## config.mk

```make
export PLATFORM = sky130hd
export DESIGN_NAME = alu_wb
export DESIGN_NICKNAME = d
export VERILOG_FILES = /design/src/rtl/alu_wb_pkg.sv /design/src/rtl/alu_wb_fifo.sv /design/src/rtl/alu_wb.sv
export SDC_FILE = /design/constraint.sdc
export NUM_CORES = 1
export LEC_CHECK = 0
export CAP_MARGIN = 15
export CORE_MARGIN = 2
export CORE_UTILIZATION = 51
export DETAILED_ROUTE_END_ITERATION = 6
export GPL_ROUTABILITY_DRIVEN = 0
export PLACE_DENSITY = 0.75
export SYNTH_ARGS = -nofsm -noshare
export SYNTH_HDL_FRONTEND = slang
export SYNTH_SLANG_ARGS = --single-unit
```

## constraint.sdc

```tcl
create_clock -name clk -period 5.9 [get_ports clk]
set_input_delay 0.885 -clock clk [delete_from_list [all_inputs] [get_ports clk]]
set_output_delay 0.885 -clock clk [all_outputs]
set_load 0.01 [all_outputs]
```

## src/rtl/alu_wb_pkg.sv

```systemverilog
// Shared writeback constants: datapath/register widths, drain phase encodings,
// and the layout of one buffered ALU completion.
// Pure declarations; no logic, no latency, no flow control.
package alu_wb_pkg;

    localparam int WB_LEN_DATA = 64;
    localparam int WB_REG_AW   = 5;

    // Drain phase: LO writes result to rd, HI writes ex_result to rd_ex.
    localparam logic WB_PH_LO = 1'b0;
    localparam logic WB_PH_HI = 1'b1;

    // Bit offsets of each field inside a buffered entry (LSB first).
    localparam int WB_RESULT_LSB    = 0;
    localparam int WB_EX_RESULT_LSB = WB_RESULT_LSB + WB_LEN_DATA;
    localparam int WB_COUT_BIT      = WB_EX_RESULT_LSB + WB_LEN_DATA;
    localparam int WB_DUAL_BIT      = WB_COUT_BIT + 1;
    localparam int WB_RD_LSB        = WB_DUAL_BIT + 1;
    localparam int WB_RD_EX_LSB     = WB_RD_LSB + WB_REG_AW;
    localparam int WB_FLAG_WE_BIT   = WB_RD_EX_LSB + WB_REG_AW;
    localparam int WB_ENTRY_W       = WB_FLAG_WE_BIT + 1;

    // Packed view of the same layout; members run MSB to LSB, so result sits at bit 0.
    typedef struct packed {
        logic                   flag_we;
        logic [WB_REG_AW-1:0]   rd_ex;
        logic [WB_REG_AW-1:0]   rd;
        logic                   dual;
        logic                   cout;
        logic [WB_LEN_DATA-1:0] ex_result;
        logic [WB_LEN_DATA-1:0] result;
    } wb_entry_t;

endpackage

```

## src/rtl/alu_wb_fifo.sv

```systemverilog
// wb_fifo: generic synchronous FIFO with count/full/empty and async-reset pointers.
// Latency: a push at edge N is visible on pop_data after edge N (first-word fall-through).
// Backpressure: none internally; the caller must only push when !full or popping, and pop when !empty.
//
// Ports: clk, rst_n; push/push_data write side; pop/pop_data read side;
//        count (occupancy), full, empty.
module wb_fifo #(
    parameter int WIDTH = 8,
    parameter int DEPTH = 4
) (
    input  logic                       clk,
    input  logic                       rst_n,
    input  logic                       push,
    input  logic [WIDTH-1:0]           push_data,
    input  logic                       pop,
    output logic [WIDTH-1:0]           pop_data,
    output logic [$clog2(DEPTH):0]     count,
    output logic                       full,
    output logic                       empty
);

    localparam int AW = $clog2(DEPTH);

    logic [WIDTH-1:0] mem [DEPTH];
    logic [AW-1:0]    wr_ptr;
    logic [AW-1:0]    rd_ptr;

    // Storage is deliberately left unreset; count gates its visibility.
    always_ff @(posedge clk) begin
        if (push) begin
            mem[wr_ptr] <= push_data;
        end
    end

    // Pointers are exactly log2(DEPTH) bits, so they wrap with no compare.
    always_ff @(posedge clk or negedge rst_n) begin
        if (!rst_n) begin
            wr_ptr <= '0;
            rd_ptr <= '0;
            count  <= '0;
        end else begin
            if (push) wr_ptr <= wr_ptr + 1'b1;
            if (pop)  rd_ptr <= rd_ptr + 1'b1;
            case ({push, pop})
                2'b10:   count <= count + 1'b1;
                2'b01:   count <= count - 1'b1;
                default: count <= count;
            endcase
        end
    end

    assign pop_data = mem[rd_ptr];
    assign full     = (count == (AW+1)'(DEPTH));
    assign empty    = (count == '0);

endmodule

```

## src/rtl/alu_wb.sv

```systemverilog
// alu_wb: buffers ALU completions and drains them to the single register-file write port.
// Latency: entry pushed at edge N is presented the following cycle; dual entries take two write steps.
// Backpressure: stall at DEPTH-1 entries covers the op in flight; writes hold until rf_ack.
//
// Ports: in_* completion from ALU (in_valid qualifies); rf_we/rf_waddr/rf_wdata + rf_ack
//        register-file write port; flag_c carry flag; stall to issue; busy; sticky ovf_err.
module alu_wb
    import alu_wb_pkg::*;
#(
    parameter int LEN_DATA = WB_LEN_DATA,
    parameter int REG_AW   = WB_REG_AW,
    parameter int DEPTH    = 4
) (
    input  logic                clk,
    input  logic                rst_n,
    input  logic                in_valid,
    input  logic [LEN_DATA-1:0] in_result,
    input  logic [LEN_DATA-1:0] in_ex_result,
    input  logic                in_cout,
    input  logic                in_dual,
    input  logic [REG_AW-1:0]   in_rd,
    input  logic [REG_AW-1:0]   in_rd_ex,
    input  logic                in_flag_we,
    output logic                rf_we,
    output logic [REG_AW-1:0]   rf_waddr,
    output logic [LEN_DATA-1:0] rf_wdata,
    input  logic                rf_ack,
    output logic                flag_c,
    output logic                stall,
    output logic                busy,
    output logic                ovf_err
);

    localparam int AW = $clog2(DEPTH);
    localparam logic [AW:0] STALL_LVL = (AW+1)'(DEPTH - 1);

    wb_entry_t      push_ent;
    wb_entry_t      head;
    logic [AW:0]    count;
    logic           full;
    logic           empty;
    logic           phase;
    logic           push_ok;
    logic           step_done;
    logic           retire;
    logic [REG_AW-1:0]   cur_rd;
    logic [LEN_DATA-1:0] cur_data;

    assign push_ent = '{flag_we:   in_flag_we,
                        rd_ex:     in_rd_ex,
                        rd:        in_rd,
                        dual:      in_dual,
                        cout:      in_cout,
                        ex_result: in_ex_result,
                        result:    in_result};

    wb_fifo #(
        .WIDTH ($bits(wb_entry_t)),
        .DEPTH (DEPTH)
    ) u_fifo (
        .clk       (clk),
        .rst_n     (rst_n),
        .push      (push_ok),
        .push_data (push_ent),
        .pop       (retire),
        .pop_data  (head),
        .count     (count),
        .full      (full),
        .empty     (empty)
    );

    // Write port is driven purely from the head entry and phase; zero while empty.
    always_comb begin
        cur_rd   = '0;
        cur_data = '0;
        if (!empty) begin
            if (phase == WB_PH_HI) begin
                cur_rd   = head.rd_ex;
                cur_data = head.ex_result;
            end else begin
                cur_rd   = head.rd;
                cur_data = head.result;
            end
        end
    end

    // r0 writes are dropped: the step completes in one cycle without an ack.
    assign step_done = !empty && ((cur_rd == '0) || rf_ack);
    assign retire    = step_done && ((phase == WB_PH_HI) || !head.dual);
    // A full FIFO still accepts when the head retires on the same edge.
    assign push_ok   = in_valid && (!full || retire);

    always_ff @(posedge clk or negedge rst_n) begin
        if (!rst_n) begin
            phase   <= WB_PH_LO;
            flag_c  <= 1'b0;
            ovf_err <= 1'b0;
        end else begin
            if (step_done) begin
                phase <= ((phase == WB_PH_LO) && head.dual) ? WB_PH_HI : WB_PH_LO;
            end
            if (retire && head.flag_we) begin
                flag_c <= head.cout;
            end
            if (in_valid && !push_ok) begin
                ovf_err <= 1'b1;
            end
        end
    end

    assign rf_we    = (cur_rd != '0);
    assign rf_waddr = cur_rd;
    assign rf_wdata = cur_data;
    assign stall    = (count >= STALL_LVL);
    assign busy     = !empty;

endmodule

```

* Word-level counts from Yosys, hierarchy flattened
Memory sizes are Yosys's and may differ from the RTL's. Cells that the tools add are included.
Storage, ports and cells: register bits after elaboration 10, bits in writable memories 564, input bits 145, output and inout bits 74, word-level logic and storage cells 41, memories 1
Cells by class: $add $sub $neg 4, order comparisons 1, equal/unequal tests 3, muxes and demuxes 8, bitwise gates (word level) 1, reductions and logical operators 17
Memory list:
- u_fifo.mem | depth 4, width 141, rd ports 1, clocked after Yosys merged registers in 0, write ports 1, RTL line alu_wb_fifo.sv:24 | logic [WIDTH-1:0] mem [DEPTH];
Operators with widths (number):
- $mux 64 | 2
- $mux 5 | 2
- $logic_and 1x1->1 | 6
- $pmux 3 s2 | 1
- $logic_not 5->1 | 1
- $reduce_bool 5->1 | 1
- $add 2x1->2 const B | 2
- $logic_not 1->1 | 4
- $add 3x1->3 const B | 1
- $eq 3x3->1 const B | 1
- $ge 3x2->1 const B | 1
- $logic_not 3->1 | 1
- $logic_or 1x1->1 | 3
- $mux 1 | 3
- $sub 3x1->3 const B | 1
- $eq 2x1->1 const B | 1
- $eq 2x2->1 const B | 1
- $reduce_bool 2->1 | 1
- $not 1->1 | 1

* Longest topological paths before layout
An unclocked memory read counts as a cell.
depth after elaboration 11, mapped depth 15

* Cells and area by module
Synthesis repeated with hierarchy kept, for this count alone.
Unflattened totals: cell total of the unflattened synthesis 952, area total of the unflattened synthesis 21997.3 µm²
By module, submodules not included:
- wb_fifo | instances 1, cells an instance 774, area each 20718.6 µm²
- alu_wb | instances 1, cells an instance 178, area each 1278.7 µm²

* Worst setup path after synthesis
Ideal clock, no wire load.
path kind register -> register, from register u_fifo.rd_ptr[1], to memory u_fifo.mem[0][0] (netlist bit) (enable), setup time 519 ps, data arrival time 4934 ps, required time 5381 ps, slack 447 ps, stages on the path, launching flop included 8, period minus slack after synthesis 5453 ps, cell sequence dfrtp_1 buf_6 o311ai_4 o21ai_2 nor4_2 o211ai_2 o31ai_4 and3_1
Between the ends: longest elaborated chain between the ends 11, elaborated cells on any way between the ends 13, classes of those cells mux (4); reduce/logical (8); memory (1)
Ends and longest elaborated chain:
- start, declared | RTL line alu_wb_fifo.sv:26 | logic [AW-1:0] rd_ptr;
- start signal, assigned | RTL line alu_wb_fifo.sv:43 | if (pop) rd_ptr <= rd_ptr + 1'b1;
- $mem_v2 4x141 (*)
- $mux 5 | RTL line alu_wb.sv:77 | if (phase == WB_PH_HI) begin
- $mux 5 | RTL line alu_wb.sv:76 | if (!empty) begin
- $logic_not 5->1 | RTL line alu_wb.sv:88 | assign step_done = !empty && ((cur_rd == '0) || rf_ack);
- $logic_or 1x1->1 | RTL line alu_wb.sv:88
- $logic_and 1x1->1 | RTL line alu_wb.sv:88
- $logic_and 1x1->1 (*) | RTL line alu_wb.sv:89 | assign retire = step_done && ((phase == WB_PH_HI) || !head.dual);
- $logic_or 1x1->1 (*) | RTL line alu_wb.sv:91 | assign push_ok = in_valid && (!full || retire);
- $logic_and 1x1->1 (*) | RTL line alu_wb.sv:91
- $mux 1 (*) | RTL line alu_wb_fifo.sv:30 | if (push) begin
- $mux 1 (not written as such) (*) | RTL line alu_wb_fifo.sv:31 | mem[wr_ptr] <= push_data;
- end, declared | RTL line alu_wb_fifo.sv:24
Every way passes the cells marked *; elsewhere a longest branch is shown, timed or not.

* Worst setup path in the final report
from register u_fifo.rd_ptr[0], to output port rf_wdata[24]
Between the ends: longest elaborated chain between the ends 3
Ends and longest elaborated chain:
- $mem_v2 4x141
- $mux 64 | RTL line alu_wb.sv:77
- $mux 64 | RTL line alu_wb.sv:76
- end, declared | RTL line alu_wb.sv:26 | output logic [LEN_DATA-1:0] rf_wdata,
No other way between the ends.

==> impl_results.md <==
* Slowest Stage Delay on Critical Path at 1.00 ns
* Postcts setup bufs at 0
* H-tree depth at 2
* CTS root buf: clkbuf_16
* FF+latch count, synth at 574
* Vias in the first global route at 11.6k
* Met1 GRT Util at 29.0%
* Total Power at 13.7 mW
* Tightest Pin Transition at 0.885 ns
* DP Cell Count at 1,825
* Post-synthesis cell count at 1,059
* Gates resized, CTS repair at 0
* TritonCTS Buffers at 55
* Fmax at 219 MHz
* RSZ-0062 raised after global routing: false
* Latest clock arrival within the worst-skew pair at 0.59 ns
* DIE AREA at 44,900 um^2
* Fin cells at 1,928
* Core ar. at 42,900 um^2
* Critical Path AT at 3.69 ns
* GR Util met2 at 34.4%
* Die width at 212 um
* CP Data Required Time at 5.02 ns
* Overall via count from detail_route at 11.0k
* Design Area, Final at 26,600 um^2
* Final setup vio count at 0
* Setup TNS at 0 ns
* Crit path cell chain: buf_4, mux4_2, nand2_1, a21oi_1, clkdlybuf4s50_1
* Fin nets at 1,448
* Hold crit path type: flip-flop to flip-flop
* Final hold violations at 0
* Crit-path leading delay family: buffers and inverters
* Vias per cell at 5.70
* Clock skew at 0.0203 ns
* Post-synth cell types at 43
* M3 GR Usage at 4.54%
* Mapped Nets at 1,210
* DR DRC count at 0
* Setup CP Type: flip-flop to output pin
* Cts hold-fix bufs at 0
* Ys Warns at 0
* Clk sinks at 574
* Max VDD drop at 0.381 mV
* Post-synth EDFFs at 564
* Port bufs at 218
* CTS clock-pin slew for the worst setup and hold paths at 0.06 ns
* Total wire length at 46,000 um
* Num ports at 219
* Area delta synth->final at 20.7%
* Max_cap viols at 0
* Worst slew margin at 41.0%
* Syn avg cell area at 20.8 um^2
* Total congestion overflow at 0
* CTS tree: done
* Status: finished clean
* Mapped Area at 22,000 um^2
* First-pass GRT wire length at 69,500 um
* Crit path max fanout at 45
* Pre-CTS WS at 1.67 ns
* Critical Path End Type: output pin
* Final period utilization at 77.5%
* Final ANT Viol Nets at 0
* Ys flop type: edfxtp_1
* Ys async rst share at 1.74%
* Dpl hpwl at 26,400 um
* Layout cells sized above 1 at 18.6%
* Minimum clock period at 4.57 ns
* Power Dens Cells at 513 nW/um^2
* Initial core utilization at 51.4%
* Clock Tree Buf Depth at 3
* Top Usage Layer GRT: met2
* Number of DRC markers in iteration 0 at 932
* CP startpoint kind: flip-flop
* FP Rows at 76
* Largest net degree at the start of global routing at 115
* CP max-delay cell: dfrtp_4
* Final-report max-slew violation count at 0
* Mean routed wirelength per cell at 23.9 um
* Die Height at 212 um
* Worst Setup Slack, final at 1.33 ns
* Area of placed instances at 25,000 um^2
* Initial antenna violation count at 3
* DR pass1 iterations at 5
* CP Buf/Inv Count at 2
* Sequential share of the synthesized area at 78.0%
* Lkg Pwr at 8.60 nW
* Overall Global Routing Usage at 21.0%
## worst reg2reg max path: cells and delay by family (launching register included)
kind | cells | cell delay [ns]
buf+inv | 2 | 0.99
flops | 1 | 0.82
mux | 1 | 0.38
simple gates | 2 | 0.93
compound gates | 2 | 0.66
## state kept, by name (all words and copies together) (netlist names)
| signal | flops |
|---|---|
| ovf_err | 1 |
| u_fifo.count | 3 |
| phase | 1 |
| flag_c | 1 |
| u_fifo.wr_ptr | 2 |
| u_fifo.mem | 564 |
| u_fifo.rd_ptr | 2 |
## power breakdown
part           total, mW  internal (mW)  leakage, nW  switching [mW]
sequential          5.78           5.39         5.28           0.387
combinational       4.66           2.29         2.50            2.37
clock               3.22           1.80        0.807            1.43
## metrics by stage
stage / hold WS (ns) / util [%]
finish: 0.509 / 62.0
global route: 0.531 / 62.0
CTS: 0.510 / 62.0
detailed placement: 0.491 / 58.2
global placement: 0.489 / 58.2
floorplan: 0.486 / -
## final cells by class
| cell class | instances | area (um^2) |
|---|---|---|
| antenna | 2 | 5.00 |
| clock buffer | 67 | 1420 |
| clock inverter | 34 | 220 |
| fill | 2978 | 16300 |
| inverter | 9 | 35.0 |
| multi-input combinational | 421 | 4610 |
| sequential | 574 | 17200 |
| tap | 585 | 732 |
| timing repair buffer | 236 | 2390 |
## cell usage after synthesis, types with 4 or more instances
library cell    n  area, um^2
dfrtp_1        10         250
nor3_1         14        70.1
buf_1           6        22.5
a21oi_1        68         340
ha_1            5        62.6
nand2_1       134         503
nor2_1         14        52.6
and3_1          4        25.0
mux4_2        140        3150
inv_1           8        30.0
edfxtp_1      564       16900
clkbuf_1       29         109
buf_2          18        90.1
## final timing paths
check | slack (ns) | start | endpoint | depth (start not counted)
setup / recovery | 1.33 | u_fifo.rd_ptr[0]$_DFFE_PN0P_ | rf_wdata[24] | 5
hold / removal | 0.51 | flag_c$_DFFE_PN0P_ | flag_c$_DFFE_PN0P_ | 1
setup reg to reg | 1.70 | phase$_DFFE_PN0P_ | u_fifo.mem[2][30]$_DFFE_PP_ | 7
max in group asynchronous | 4.89 | rst_n | u_fifo.rd_ptr[1]$_DFFE_PN0P_ | 1
hold reg to reg | 0.51 | flag_c$_DFFE_PN0P_ | flag_c$_DFFE_PN0P_ | 1
min in group asynchronous | 0.62 | rst_n | u_fifo.wr_ptr[0]$_DFFE_PN0P_ | 1
## layer usage
layer  up-vias  routed length (um)
li1       4806                   -
met1      5737               19400
met2       395               22700
met3        56                3160
met4         2                 782
met5         -                  12
## logic make-up after synthesis
kind of cell               share of synthesized area (%)
AOI/OAI and AO/OA                                   2.33
adders and majority gates                          0.375
and+or+nand+nor                                     3.35
xor gates and xnor gates                           0.238
buffers and inverters                               1.26
muxes                                               14.5
DFF                                                 78.0
## placed cells by master, fill, tap and decap left out, types with 3 or more instances in the layout
master / instances
edfxtp_1: 564
clkdlybuf4s50_1: 218
mux4_2: 140
nand2_1: 134
a21oi_1: 68
clkbuf_16: 55
clkinv_1: 16
nor2_1: 14
nor3_1: 13
clkinv_2: 12
clkbuf_1: 12
buf_4: 12
inv_1: 8
dfrtp_1: 7
buf_12: 6
ha_1: 5
and3_4: 4
nor3_2: 3
mux2i_1: 3
nand3_1: 3
xnor2_1: 3
xor2_1: 3
dfrtp_4: 3
No activity file was read; power rests on OpenSTA's default activity.
